===== src/rtl/add32_seq_ctrl.sv =====
// 32-bit add/subtract sequencer reusing one 8-bit carry-select slice over four cycles.
// Optional subtract support is built when the macro ADD_SEQ_SUB_EN is defined.
module add32_seq_ctrl (
  input  logic        clk,
  input  logic        rst,
  input  logic        req_valid,
  output logic        req_ready,
  input  logic [31:0] op_a,
  input  logic [31:0] op_b,
  input  logic        op_sub,
  output logic        resp_valid,
  input  logic        resp_ready,
  output logic [31:0] sum,
  output logic        carry_out,
  output logic        overflow,
  output logic        zero
);

  typedef enum logic [1:0] {
    IDLE = 2'd0,
    RUN  = 2'd1,
    DONE = 2'd2
  } state_t;

  state_t      state_r;
  state_t      state_nx;
  logic [31:0] a_r;
  logic [31:0] b_r;
  logic        carry_r;
  logic [1:0]  cnt_r;
  logic        accept_s;
  logic        sub_s;
  logic [31:0] b_in_s;
  logic [7:0]  slice_sum_s;
  logic        slice_c_s;
  logic        slice_v_s;

  // Carry-select slice: low nibble ripples, high nibble precomputed for both carries.
  // Returns {overflow, carry, sum[7:0]}.
  function automatic logic [9:0] csa8(input logic [7:0] a, input logic [7:0] b,
                                      input logic cin);
    logic [4:0] lo;
    logic [4:0] hi0;
    logic [4:0] hi1;
    logic [4:0] hi;
    logic       v;
    lo  = {1'b0, a[3:0]} + {1'b0, b[3:0]} + {4'b0000, cin};
    hi0 = {1'b0, a[7:4]} + {1'b0, b[7:4]};
    hi1 = {1'b0, a[7:4]} + {1'b0, b[7:4]} + 5'd1;
    hi  = lo[4] ? hi1 : hi0;
    v   = (a[7] == b[7]) && (hi[3] != a[7]);
    return {v, hi[4], hi[3:0], lo[3:0]};
  endfunction

`ifdef ADD_SEQ_SUB_EN
  assign sub_s  = op_sub;
  assign b_in_s = op_b ^ {32{op_sub}};
`else
  logic unused_op_sub;
  assign unused_op_sub = op_sub;
  assign sub_s  = 1'b0;
  assign b_in_s = op_b;
`endif

  assign accept_s = (state_r == IDLE) && req_valid;
  assign {slice_v_s, slice_c_s, slice_sum_s} =
    csa8(a_r[{cnt_r, 3'b000} +: 8], b_r[{cnt_r, 3'b000} +: 8], carry_r);

  // Next-state logic.
  always_comb begin
    state_nx = state_r;
    case (state_r)
      IDLE: begin
        if (req_valid) state_nx = RUN;
        else           state_nx = IDLE;
      end
      RUN: begin
        if (cnt_r == 2'd3) state_nx = DONE;
        else               state_nx = RUN;
      end
      DONE: begin
        if (resp_ready) state_nx = IDLE;
        else            state_nx = DONE;
      end
      default: state_nx = IDLE;
    endcase
  end

  // State register with handshake outputs registered from the next state.
  always_ff @(posedge clk or posedge rst) begin
    if (rst) begin
      state_r    <= IDLE;
      req_ready  <= 1'b1;
      resp_valid <= 1'b0;
    end else begin
      state_r    <= state_nx;
      req_ready  <= (state_nx == IDLE);
      resp_valid <= (state_nx == DONE);
    end
  end

  // Operand latch, slice sequencing and result/flag capture.
  always_ff @(posedge clk or posedge rst) begin
    if (rst) begin
      a_r       <= 32'd0;
      b_r       <= 32'd0;
      carry_r   <= 1'b0;
      cnt_r     <= 2'd0;
      sum       <= 32'd0;
      carry_out <= 1'b0;
      overflow  <= 1'b0;
      zero      <= 1'b0;
    end else if (accept_s) begin
      a_r     <= op_a;
      b_r     <= b_in_s;
      carry_r <= sub_s;
      cnt_r   <= 2'd0;
      sum     <= 32'd0;
    end else if (state_r == RUN) begin
      sum[{cnt_r, 3'b000} +: 8] <= slice_sum_s;
      carry_r <= slice_c_s;
      cnt_r   <= cnt_r + 2'd1;
      // Bytes 0-2 already hold this operation's slices when the top slice lands.
      if (cnt_r == 2'd3) begin
        carry_out <= slice_c_s;
        overflow  <= slice_v_s;
        zero      <= (sum[23:0] == 24'd0) && (slice_sum_s == 8'd0);
      end
    end
  end

endmodule


===== config.mk =====
export PLATFORM = sky130hd
export DESIGN_NAME = add32_seq_ctrl
export DESIGN_NICKNAME = d
export VERILOG_FILES = /design/src/rtl/add32_seq_ctrl.sv
export SDC_FILE = /design/constraint.sdc
export NUM_CORES = 1
export LEC_CHECK = 0
export CORE_UTILIZATION = 40
export DETAILED_ROUTE_END_ITERATION = 8
export PLACE_DENSITY_LB_ADDON = 0.15
export SLEW_MARGIN = 0
export SYNTH_ARGS = -nofsm -noshare
export SYNTH_HDL_FRONTEND = slang
export SYNTH_SLANG_ARGS = --single-unit

===== constraint.sdc =====
create_clock -name clk -period 9.71 [get_ports clk]
set_input_delay 0.971 -clock clk [delete_from_list [all_inputs] [get_ports clk]]
set_output_delay 0.971 -clock clk [all_outputs]
set_load 0.01 [all_outputs]

=== Word-level counts from Yosys, hierarchy flattened ===
Index checks and enable logic that the tools add are counted.

* Add/sub/neg operators: 6
* Multiply operators: 0
* Divide/modulo/power cells: 0
* Order comparisons: 0
* Equal/unequal tests: 6
* Shift-type cells: 4
* Muxes and demuxes: 12
* Bitwise operators: 1
* Reduce and logical (&&, ||, !) cells: 9

{| class="wikitable"
|+ Operators by type and width
! kind !! number
|-
| $mux W32 || 2
|-
| $shiftx A32 B6 Y8 || 2
|-
| $bwmux W32 || 1
|-
| $shift A8 B7 Y32 const A || 1
|-
| $shiftx A8 B7 Y32 || 1
|-
| $logic_not A24 Y1 || 1
|-
| $add A4 B4 Y5 || 2
|-
| $logic_not A8 Y1 || 1
|-
| $mux W2 || 4
|-
| $neg A5 Y7 || 1
|-
| $eq A2 B2 Y1 const B || 3
|-
| $pmux W2 S3 || 1
|-
| $add A5 B1 Y5 || 1
|-
| $add A5 B1 Y5 const B || 1
|-
| $mux W5 || 1
|-
| $logic_not A2 Y1 || 2
|-
| $logic_and A1 B1 Y1 || 3
|-
| $mux W1 || 3
|-
| $reduce_and A3 Y1 || 1
|-
| $add A2 B1 Y2 const B || 1
|-
| $eq A2 B1 Y1 const B || 1
|-
| $reduce_bool A2 Y1 || 1
|-
| $eq A1 B1 Y1 || 1
|-
| $ne A1 B1 Y1 || 1
|-
| $not A1 Y1 || 1
|}

* Bits in registers: 106
* Latch bits: 0
* Bits in writable memories: 0
* ROM bits: 0
* Output and inout port bits: 37
* Logic and storage cells: 49
* Memories kept: 0

=== Logic depth before layout (Yosys ltp) ===
Gate-level depths: netlist (run 1).

* Depth in word-level cells: 8
* Gate-level depth with buffers: 11
* Depth with buffers taken out: 9

=== Worst setup path after synthesis (run 1) ===
Ideal clock, no wire load.

* Path type: flip-flop to flip-flop
* Start point: register cnt_r[0]
* End point: register zero
* Library setup time: 95 ps
* Arrival: 3455 ps
* Required time: 9615 ps
* Slack: 6160 ps
* Cell stages (with the launch flop): 12
* Path through: dfrtp_1 -> clkbuf_1 -> buf_2 -> mux4_2 -> fa_1 -> inv_1 -> fa_1 -> nor4b_1 -> nand4_1 -> or4_1 -> or4_1 -> o31ai_1

* Cells in the longest elaborated chain, start to end: 6
* Elaborated cells on any way between the ends: 11

{| class="wikitable"
|+ RTL lines
! element !! RTL line !! RTL
|-
| start, declared || 30 || <nowiki>logic [1:0] cnt_r;</nowiki>
|-
| start signal, assigned || 122 || <nowiki>cnt_r <= cnt_r + 2'd1;</nowiki>
|-
| $shiftx A32 B6 Y8 || 67 || <nowiki>csa8(a_r[{cnt_r, 3'b000} +: 8], b_r[{cnt_r, 3'b000} +: 8], carry_r);</nowiki>
|-
| $add A4 B4 Y5, on equally long branches || 48, 49, 47 ||
|-
| $add A5 B1 Y5, on equally long branches || 49, 47 ||
|-
| $mux W5 || 50 || <nowiki>hi = lo[4] ? hi1 : hi0;</nowiki>
|-
| $logic_not A8 Y1 || 127 || <nowiki>zero <= (sum[23:0] == 24'd0) && (slice_sum_s == 8'd0);</nowiki>
|-
| $logic_and A1 B1 Y1 || 127 ||
|-
| end signal, assigned || 127 ||
|-
| end, declared || 16 || <nowiki>output logic zero</nowiki>
|}

Several ways; a longest one is shown, not always the timed one.
A chain may end at the register's enable or synchronous reset.

=== Final worst setup path (run 1) ===
Ends and elaborated chain as after synthesis.

==> out/results.tsv, run 1 <==
stage	metric	value	unit
logic_synthesis	YS warnings	0	
worst_hold_path	Worst Hold Class	register to register	
cells_and_area	Layout Cells excl Fill	616	
logic_synthesis	Yosys top cell area share	53.8	%
logic_synthesis	most common library cells after synthesis	dfrtp_1, mux2_2, nand2_1, mux4_2, o21ai_0	
logic_synthesis	largest cells by area after synthesis	dfrtp_1, mux2_2, mux4_2	
timing	Final period util	39.3	%
timing	Final Critical Period	3.82	ns
routing	WL per Instance	16.9	um
clocking	H-tree depth	3	
cells_and_area	Post-layout nets	553	
global_route	Most Used Layer, Global Route	met2	
global_route	met3 Usage GRT	3.51	%
place	gpl congestion	0.745	
cells_and_area	share of layout cells above drive strength 1	22.2	%
routing	Detailed Route Iter0 Violations	179	
global_route	antenna violations before repair	0	
timing	slew margin rel.	38.1	%
global_route	first-pass GRT wire length	16900	um
job	total of max-cap violations	0	
clocking	Post-CTS Setup Inserts	0	
place	DPL Wire Length	7440	um
timing	Final Max Slew Viols	0	
logic_synthesis	Main synth FF type	dfrtp_1	
global_route	met1 Use GR	22.7	%
floorplanning	die height	112	um
timing	worst slew pin tran	0.928	ns
floorplanning	initial core utilization	41.8	%
cells_and_area	area grow syn2layout	31.1	%
logic_synthesis	synthesized area per cell	13.4	um2
clocking	clk root buf	clkbuf_16	
global_route	GRT Util Overall	17.2	%
floorplanning	die footprint	12600	um2
logic_synthesis	Post-synth EDFFs	0	
floorplanning	Placeable Area	11700	um2
global_route	GRT overflow	0	
timing	worst setup margin	5.89	ns
routing	Residual DRC	0	
critical_path	endpoint type of the worst setup path	register	
place	Post-Place Cells	601	
clocking	# clock sinks	106	
clocking	CTS Hold Bufs	0	
floorplanning	IO Count	106	
logic_synthesis	cell count after synthesis	365	
timing	RSZ-0062 raised after global routing	false	
critical_path	CP arrival	4.06	ns
routing	final WL	10400	um
global_route	met2 usage	29.1	%
clocking	Clk Latency, worst-skew pair	0.33	ns
routing	Final ANT Viol Nets	0	
outcome	status	completed	
clocking	Clock transition at path regs	0.07	ns
global_route	vias in the first global route	3326	
logic_synthesis	sequential area share after synthesis	54.4	%
timing	Final Skew	0.00827	ns
logic_synthesis	Synth cell types	42	
routing	drt pass-1 iters	4	
critical_path	CP Class	register to register	
critical_path	CP max FO	25	
logic_synthesis	count leader, synth	dfrtp_1	
timing	Setup TNS Final	0	ns
cells_and_area	Antenna diodes	0	
routing	vias per cell	5.24	
critical_path	nature of the critical path startpoint	register	
clocking	PostCTS Resize Cnt	0	
routing	Via Count	3225	
logic_synthesis	mapped cell area	4880	um2
logic_synthesis	Yosys top cell by area	dfrtp_1	
floorplanning	Die Wd	112	um
critical_path	Data required, critical path	9.95	ns
timing	Final Hold Viols	0	
logic_synthesis	flop and latch count out of synthesis	106	
clocking	CTS tree	done	
floorplanning	Row Count	39	
place	Buffers on Ports	104	
clocking	number of buffers created by CTS	9	
global_route	largest net degree at the start of global routing	73	
timing	highest clock rate	262	MHz
place	pre-CTS WS	5.88	ns
logic_synthesis	syn_nets	449	
timing	Final Setup Violations	0	
logic_synthesis	asr flop ratio synth	100	%
clocking	maximum root-to-sink buffer count	2	
placed cells by master (no fill, tap or decap), types with 3 or more instances in the layout:
cell             netlist  final
nand2_1               35     35
clkbuf_16              0      9
o31ai_1                3      3
dfrtp_1              105    105
fa_1                   3      3
xnor2_1                6      6
nor4_1                 4      4
nor2b_1                3      3
a21oi_1                7      7
mux4_2                16     16
nor2_1                 9      9
inv_1                  8      7
o21ai_1                6      6
buf_4                  1      4
or3_1                  3      3
nand2b_1               4      4
o21ai_0               16     16
or4_1                  3      3
clkdlybuf4s50_1        0    104
a22o_1                11     11
mux2_2                64     64
ha_1                  12     12
xor2_1                 6      6
nor3_1                 5      5
path summary, 6_finish.rpt:
kind	to	cells past startpoint	from	slack, ns
min in group asynchronous	carry_out	2	rst	1.10
min reg2reg	sum[30]	2	sum[30]	0.48
max reg2reg	zero	10	cnt_r[0]	5.89
max in group asynchronous	a_r[7]	3	rst	7.47
max	zero	10	cnt_r[0]	5.89
min	sum[30]	2	sum[30]	0.48
metal layers:
layer	routed length (um)	share of wire, %	vias to the layer above
li1	-	-	1531
met1	4730	45	1604
met2	5140	49	82
met3	460	4.4	8
met4	80	0.77	0
met5	0	0	-
through the flow:
| stage | hold WS (ns) | util [%] | instance area, um2 |
|---|---|---|---|
| final | 0.483 | 54.8 | 6390 |
| after global routing | 0.524 | 54.8 | 6390 |
| after CTS | 0.487 | 54.8 | 6390 |
| after detailed placement | 0.471 | 52.1 | 6080 |
| after global placement | 0.474 | 52.1 | 6080 |
| after floorplan | 0.475 | - | 4880 |
kinds of logic (layout without fill, tap and decap cells):
family | count (synthesis) | in the layout | share of synthesized area [%]
mux | 81 | 81 | 22.4
simple gates | 74 | 74 | 7.36
compound gates | 53 | 53 | 7.00
flops | 106 | 106 | 54.4
fa+ha+maj | 15 | 15 | 4.31
xor+xnor | 13 | 13 | 2.72
buf+inv | 23 | 131 | 1.87
critical path, stage by stage, from the launching register on:
cell     delay (ns)
dfrtp_1        0.32
buf_4          0.39
mux4_2         0.61
fa_1           0.43
inv_1          0.08
fa_1           0.30
nor4b_1        0.33
nand4_1        0.15
or4_1          0.51
or4_1          0.42
o31ai_1        0.19
flip-flops by register name, summed over array words and instances, names as in the netlist:
signal,cells
resp_valid,1
zero,1
a_r,32
sum,32
overflow,1
req_ready,1
state_r,2
carry_out,1
cnt_r,2
carry_r,1
b_r,32
layout make-up:
cell class                      count  area [um2]
Tap cell                          143         179
Timing Repair Buffer              108        1070
Sequential cell                   106        2650
Fill cell                         990        5270
Clock inverter                      4        76.3
Clock buffer                       11         243
Inverter                            8        32.5
Multi-Input combinational cell    236        2140
Power of run 1 is not shown: default switching activity piles up to over one toggle a cycle in this logic, so the estimate is an artifact.
==> inputs of run 2 (changes only) <==
Clock period 9.71 ns to 3.55 ns, I/O delays scaled along.
==> out/results.tsv, run 2 (synthesized netlist as in run 1, its figures left out) <==
stage	metric	value	unit	change
place	dpl cell area	6190	um2	+1.9%
clocking	Clock transition at path regs	0.07	ns	about the same
worst_hold_path	Worst Hold Class	primary input to asynchronous set/reset pin		
clocking	CTS tree	done		
critical_path	CP arrival	3.54	ns	-0.52 ns
cells_and_area	commonest cells after routing, fill and taps aside	dfrtp_1, clkdlybuf4s50_1, mux2_2		
clocking	clk root buf	clkbuf_16		
routing	drt pass-1 iters	4		unchanged
routing	Detailed Route Iter0 Violations	108		-40%
cells_and_area	Fill cells	1000		+1.0%
critical_path	cells on worst reg2reg path	9		-1
floorplanning	die height	112	um	unchanged
routing	vias per cell	5.31		+1.4%
routing	Residual DRC	0		unchanged
routing	final WL	10400	um	about the same
timing	slew margin rel.	50.4	%	+12 points
clocking	Post-CTS Setup Inserts	0		unchanged
cells_and_area	area grow syn2layout	33.5	%	
floorplanning	Placeable Area	11700	um2	unchanged
critical_path	RR Endpoint	zero		
cells_and_area	Regs by FF count	a_r (32), b_r (32), sum (32)		
global_route	GRT overflow	0		unchanged
floorplanning	Die Wd	112	um	unchanged
clocking	number of buffers created by CTS	9		unchanged
global_route	largest net degree at the start of global routing	60		-18%
routing	WL per Instance	16.6	um	-1.6%
timing	Final Skew	0.00803	ns	-0.000240 ns
timing	highest clock rate	304	MHz	+16%
routing	Final ANT Viol Nets	0		unchanged
critical_path	Worst R2R Start	cnt_r[0]		
timing	Setup TNS Final	0	ns	unchanged
timing	Final Hold Viols	0		unchanged
timing	Final period util	92.8	%	+53 points
clocking	# clock sinks	106		unchanged
clocking	Clk Latency, worst-skew pair	0.34	ns	about the same
global_route	vias in the first global route	3313		-0.39%
floorplanning	die footprint	12600	um2	unchanged
critical_path	nature of the critical path startpoint	register		
global_route	GRT Util Overall	17.8	%	+0.54 points
global_route	antenna violations before repair	0		unchanged
clocking	maximum root-to-sink buffer count	2		unchanged
timing	Hold WS	0.497	ns	+0.0144 ns
place	gpl congestion	0.809		+8.5%
cells_and_area	Post-layout nets	563		+1.8%
routing	Via Count	3322		+3.0%
outcome	status	completed		
timing	Final Critical Period	3.29	ns	-0.527 ns
floorplanning	initial core utilization	41.8	%	unchanged
timing	worst slew pin tran	0.744	ns	-0.184 ns
place	Buffers on Ports	104		unchanged
timing	Final Setup Violations	0		unchanged
job	total of max-cap violations	0		unchanged
timing	Final Max Slew Viols	0		unchanged
floorplanning	Row Count	39		unchanged
cells_and_area	share of layout cells above drive strength 1	24.2	%	+2.0 points
cells_and_area	Antenna diodes	0		unchanged
global_route	first-pass GRT wire length	17000	um	+0.29%
critical_path	endpoint type of the worst setup path	register		
timing	RSZ-0062 raised after global routing	false		
clocking	H-tree depth	3		unchanged
critical_path	R2R setup slack	0.26	ns	-5.63 ns
critical_path	CP Class	register to register		
floorplanning	IO Count	106		unchanged
cells_and_area	post-route cell area	6520	um2	+1.9%
place	DPL Wire Length	7880	um	+6.0%
critical_path	CP max FO	5		-80%
critical_path	Data required, critical path	3.80	ns	-6.15 ns
==> run 2: cell types whose count changed in the layout (fill, tap and decap cells not counted) <==
cell | previous run | this run
dfrtp_2 | 0 | 1
buf_4 | 4 | 11
dfrtp_1 | 105 | 104
nor4b_2 | 0 | 1
buf_12 | 0 | 3
nor4b_1 | 1 | 0
==> run 2: how the worst max path moves through the flow <==
stage	startpoint	end	slack, ns	cells after the start
after floorplan	cnt_r[0]	zero	0.08	11
after global placement	cnt_r[0]	zero	0.21	9
after detailed placement	cnt_r[0]	zero	0.08	9
after CTS	cnt_r[0]	zero	0.05	9
after global routing	cnt_r[0]	zero	0.10	9
final	cnt_r[0]	zero	0.26	9
==> run 2: what timing repair did <==
action | 4_1_cts | 5_1_grt
resized for setup | 0 | 2
setup endpoints to repair | 0 | 1
hold buffers | 0 | 0
==> run 2: worst max-delay path, cell delays in order, from the launching register on <==
cell,delay (ns)
dfrtp_2,0.46
mux4_2,0.57
fa_1,0.43
inv_1,0.08
fa_1,0.20
nor4b_2,0.23
nand4_1,0.12
or4_1,0.51
or4_1,0.41
o31ai_1,0.20
==> run 2: routing by layer <==
layer | global-route usage, % | up-vias | wire length, um
met5 | 0 | - | 0
met1 | 22.7 | 1646 | 4620
li1 | - | 1564 | -
met2 | 29.6 | 96 | 5140
met3 | 4.05 | 16 | 463
met4 | 6.67 | 0 | 194
==> run 2: cell type report <==
cell class	instances	area, um2	share of cell area, %
sequential	106	2660	40.8
multi-input combinational	236	2150	32.9
timing repair buffer	118	1180	18.2
clock buffer	11	243	3.73
tap	143	179	2.75
clock inverter	4	76.3	1.17
inverter	8	32.5	0.499
==> run 2: stage by stage <==
stage          worst slack, ns  instances  util [%]
2_1_floorplan           0.0840        365         -
3_3_place_gp             0.205        611      53.1
3_5_place_dp            0.0847        611      53.1
4_1_cts                 0.0534        626      55.8
5_1_grt                  0.101        626      55.9
6_report                 0.257        626      55.9
Power of run 2 is left out for the same reason.
==> inputs of run 3 (changes only) <==
Settings changed: GPL_ROUTABILITY_DRIVEN set to 0.
==> results of run 3 <==
No change in the layout: final DEF, timing and power equal those of run 2.
Power of run 3 is left out for the same reason.
==> patch (config.mk and constraints of run 2) <==
Add a define of `ADD_SEQ_SUB_EN`.
--- a/src/rtl/add32_seq_ctrl.sv
+++ b/src/rtl/add32_seq_ctrl.sv
@@ -1,4 +1,6 @@
 // 32-bit add/subtract sequencer reusing one 8-bit carry-select slice over four cycles.
 // Optional subtract support is built when the macro ADD_SEQ_SUB_EN is defined.
+`define ADD_SEQ_SUB_EN
+
 module add32_seq_ctrl (
   input  logic        clk,
Check against the original RTL: not equivalent (a bounded check fails within 4 cycles, from zero or initial values and one cycle with rst high).
==> patch against run 2 <==
- area after synthesis increased by 4.6%
- setup slack improved by 0.17 ns
- sequential share of layout area decreased by 1.1 points
- sequential cell count unchanged
- routed wire length increased by 10%
- final area increased by 2.7%
- core utilization decreased by 1.1 points
- worst hold slack got worse by 0.038 ns
- critical path depth decreased by 1
- non-clock buffer count decreased by 5
- clock skew increased by 0.00064 ns
- largest cell class unchanged
- highest routed layer unchanged
==> patch: results (changes against run 2) <==
[run_status]
outcome=completed  ; unchanged

[synthesis]
netlist_top_cells_area=dfrtp_1, mux2_2, mux4_2, xnor2_1, a21oi_1  ; was dfrtp_1, mux2_2, mux4_2, ha_1, nand2_1
yosysWarnings=0  ; unchanged
syn-num-nets=517  ; was 449
synth_compound_area_frac=0.101  ; was 0.0700
synth_xor_area_frac=0.0772  ; was 0.0272
synth_cells=433  ; was 365
ys_seq_area_frac=0.520  ; was 0.544
yosys.cell_types.count=43  ; was 42
synthAdderAreaFrac=0.0412  ; was 0.0431
synthMuxAreaShare=0.143  ; was 0.224
synth_common_cells=dfrtp_1, nor2_1, a21oi_1  ; was dfrtp_1, mux2_2, nand2_1

[layout]
fillers=1133  ; was 1,000
drive_gt1_frac=0.152  ; was 0.242
fin_nets=619  ; was 563
diodes=0  ; unchanged
final_cells=708  ; was 626
largestRegisters=a_r: 32 flops, b_r: 32 flops, sum: 32 flops  ; unchanged

[global_routing]
grt_use_total=0.188  ; was 0.178
grt_pass1_vias=3726  ; was 3,313
grt_start_max_net_pins=105  ; was 60
grt_pass1_wl_mm=19.0  ; was 17.0 mm

[routing]
drt_iter0_markers=178  ; was 108
routedWlPerCell_um=16.2  ; was 16.6 um
drt-vias-per-instance=5.11  ; was 5.31

[worst_setup_path]
cp_slowest_cell=dfrtp_2  ; was mux4_2
rrSetupSlack_ns=0.43  ; was 0.26 ns
crit_type=reg2reg  ; unchanged
r2r_cells=8  ; was 9
max_stage_delay_ns=0.52  ; was 0.57 ns
arrival_ns=3.33  ; was 3.54 ns
path_max_fanout=9  ; was 5
crit_family=XOR/XNOR gates  ; was simple AND/OR/NAND/NOR gates
r2r_end=sum[7]  ; was zero
reg2reg_from=cnt_r[0]  ; unchanged

[cts]
cts_root_buf=clkbuf_16  ; unchanged
htreeDepth=3  ; unchanged
cts_setup_buffers=0  ; unchanged

[power_and_ir_drop]
p_leak_nw=2.71
pg_clk_mw=1.10

[timing]
finClkSkew_ns=0.00867  ; was 0.00803 ns
worst-slew-pin-transition_ns=0.885  ; was 0.744 ns

[placement]
dp_hpwl_mm=8.59  ; was 7.88 mm
finalWeightedCongestion=0.820  ; was 0.809
port_buffers=105  ; was 104
post_dp_cell_area_um2=6350  ; was 6190 um^2
dp.cells=692  ; was 611

==> patch: final cells by class <==
cell class | count | area [um^2] | share of cell area
clock buffer | 10 | 239 | 0.0357
clock inverter | 6 | 95.1 | 0.0142
inverter | 7 | 28.8 | 0.00430
multi-input combinational | 298 | 2330 | 0.348
sequential | 106 | 2660 | 0.397
tap | 168 | 210 | 0.0314
timing repair buffer | 113 | 1130 | 0.169
==> patch: per-stage QoR <==
stage           util  hold slack (ns)  setup WS (ns)
2_1_floorplan      -            0.475          0.408
3_3_place_gp   0.520            0.474          0.359
3_5_place_dp   0.520            0.479          0.228
4_1_cts        0.548            0.490          0.208
5_1_grt        0.548            0.518          0.147
6_report       0.548            0.459          0.426
==> patch: worst min path at each step <==
| stage | to | cells after the start | from | slack, ns |
|---|---|---|---|---|
| 4_1_cts | a_r[18] | 2 | rst | 0.49 |
| 5_1_grt | a_r[0] | 2 | rst | 0.52 |
| 2_1_floorplan | a_r[16] | 1 | a_r[16] | 0.48 |
| 6_report | a_r[0] | 2 | rst | 0.46 |
| 3_5_place_dp | overflow | 2 | overflow | 0.48 |
| 3_3_place_gp | sum[25] | 2 | sum[25] | 0.47 |
==> patch: logic make-up after synthesis <==
| kind of cell | after synthesis |
|---|---|
| AND/OR/NAND/NOR | 103 |
| flip-flops | 106 |
| adder cells (fa/ha/maj) | 15 |
| AO/OA/AOI/OAI | 86 |
| multiplexers | 49 |
| XOR/XNOR | 45 |
| buffers and inverters | 29 |
==> patch: metal layers <==
layer / track usage / routed length, um / part of all wire / vias to the layer above
li1: - / - / - / 1743
met1: 0.257 / 5410 / 0.47 / 1754
met2: 0.306 / 5390 / 0.47 / 104
met3: 0.0348 / 441 / 0.039 / 17
met4: 0.0597 / 212 / 0.019 / 0
met5: 0 / 0 / 0 / -
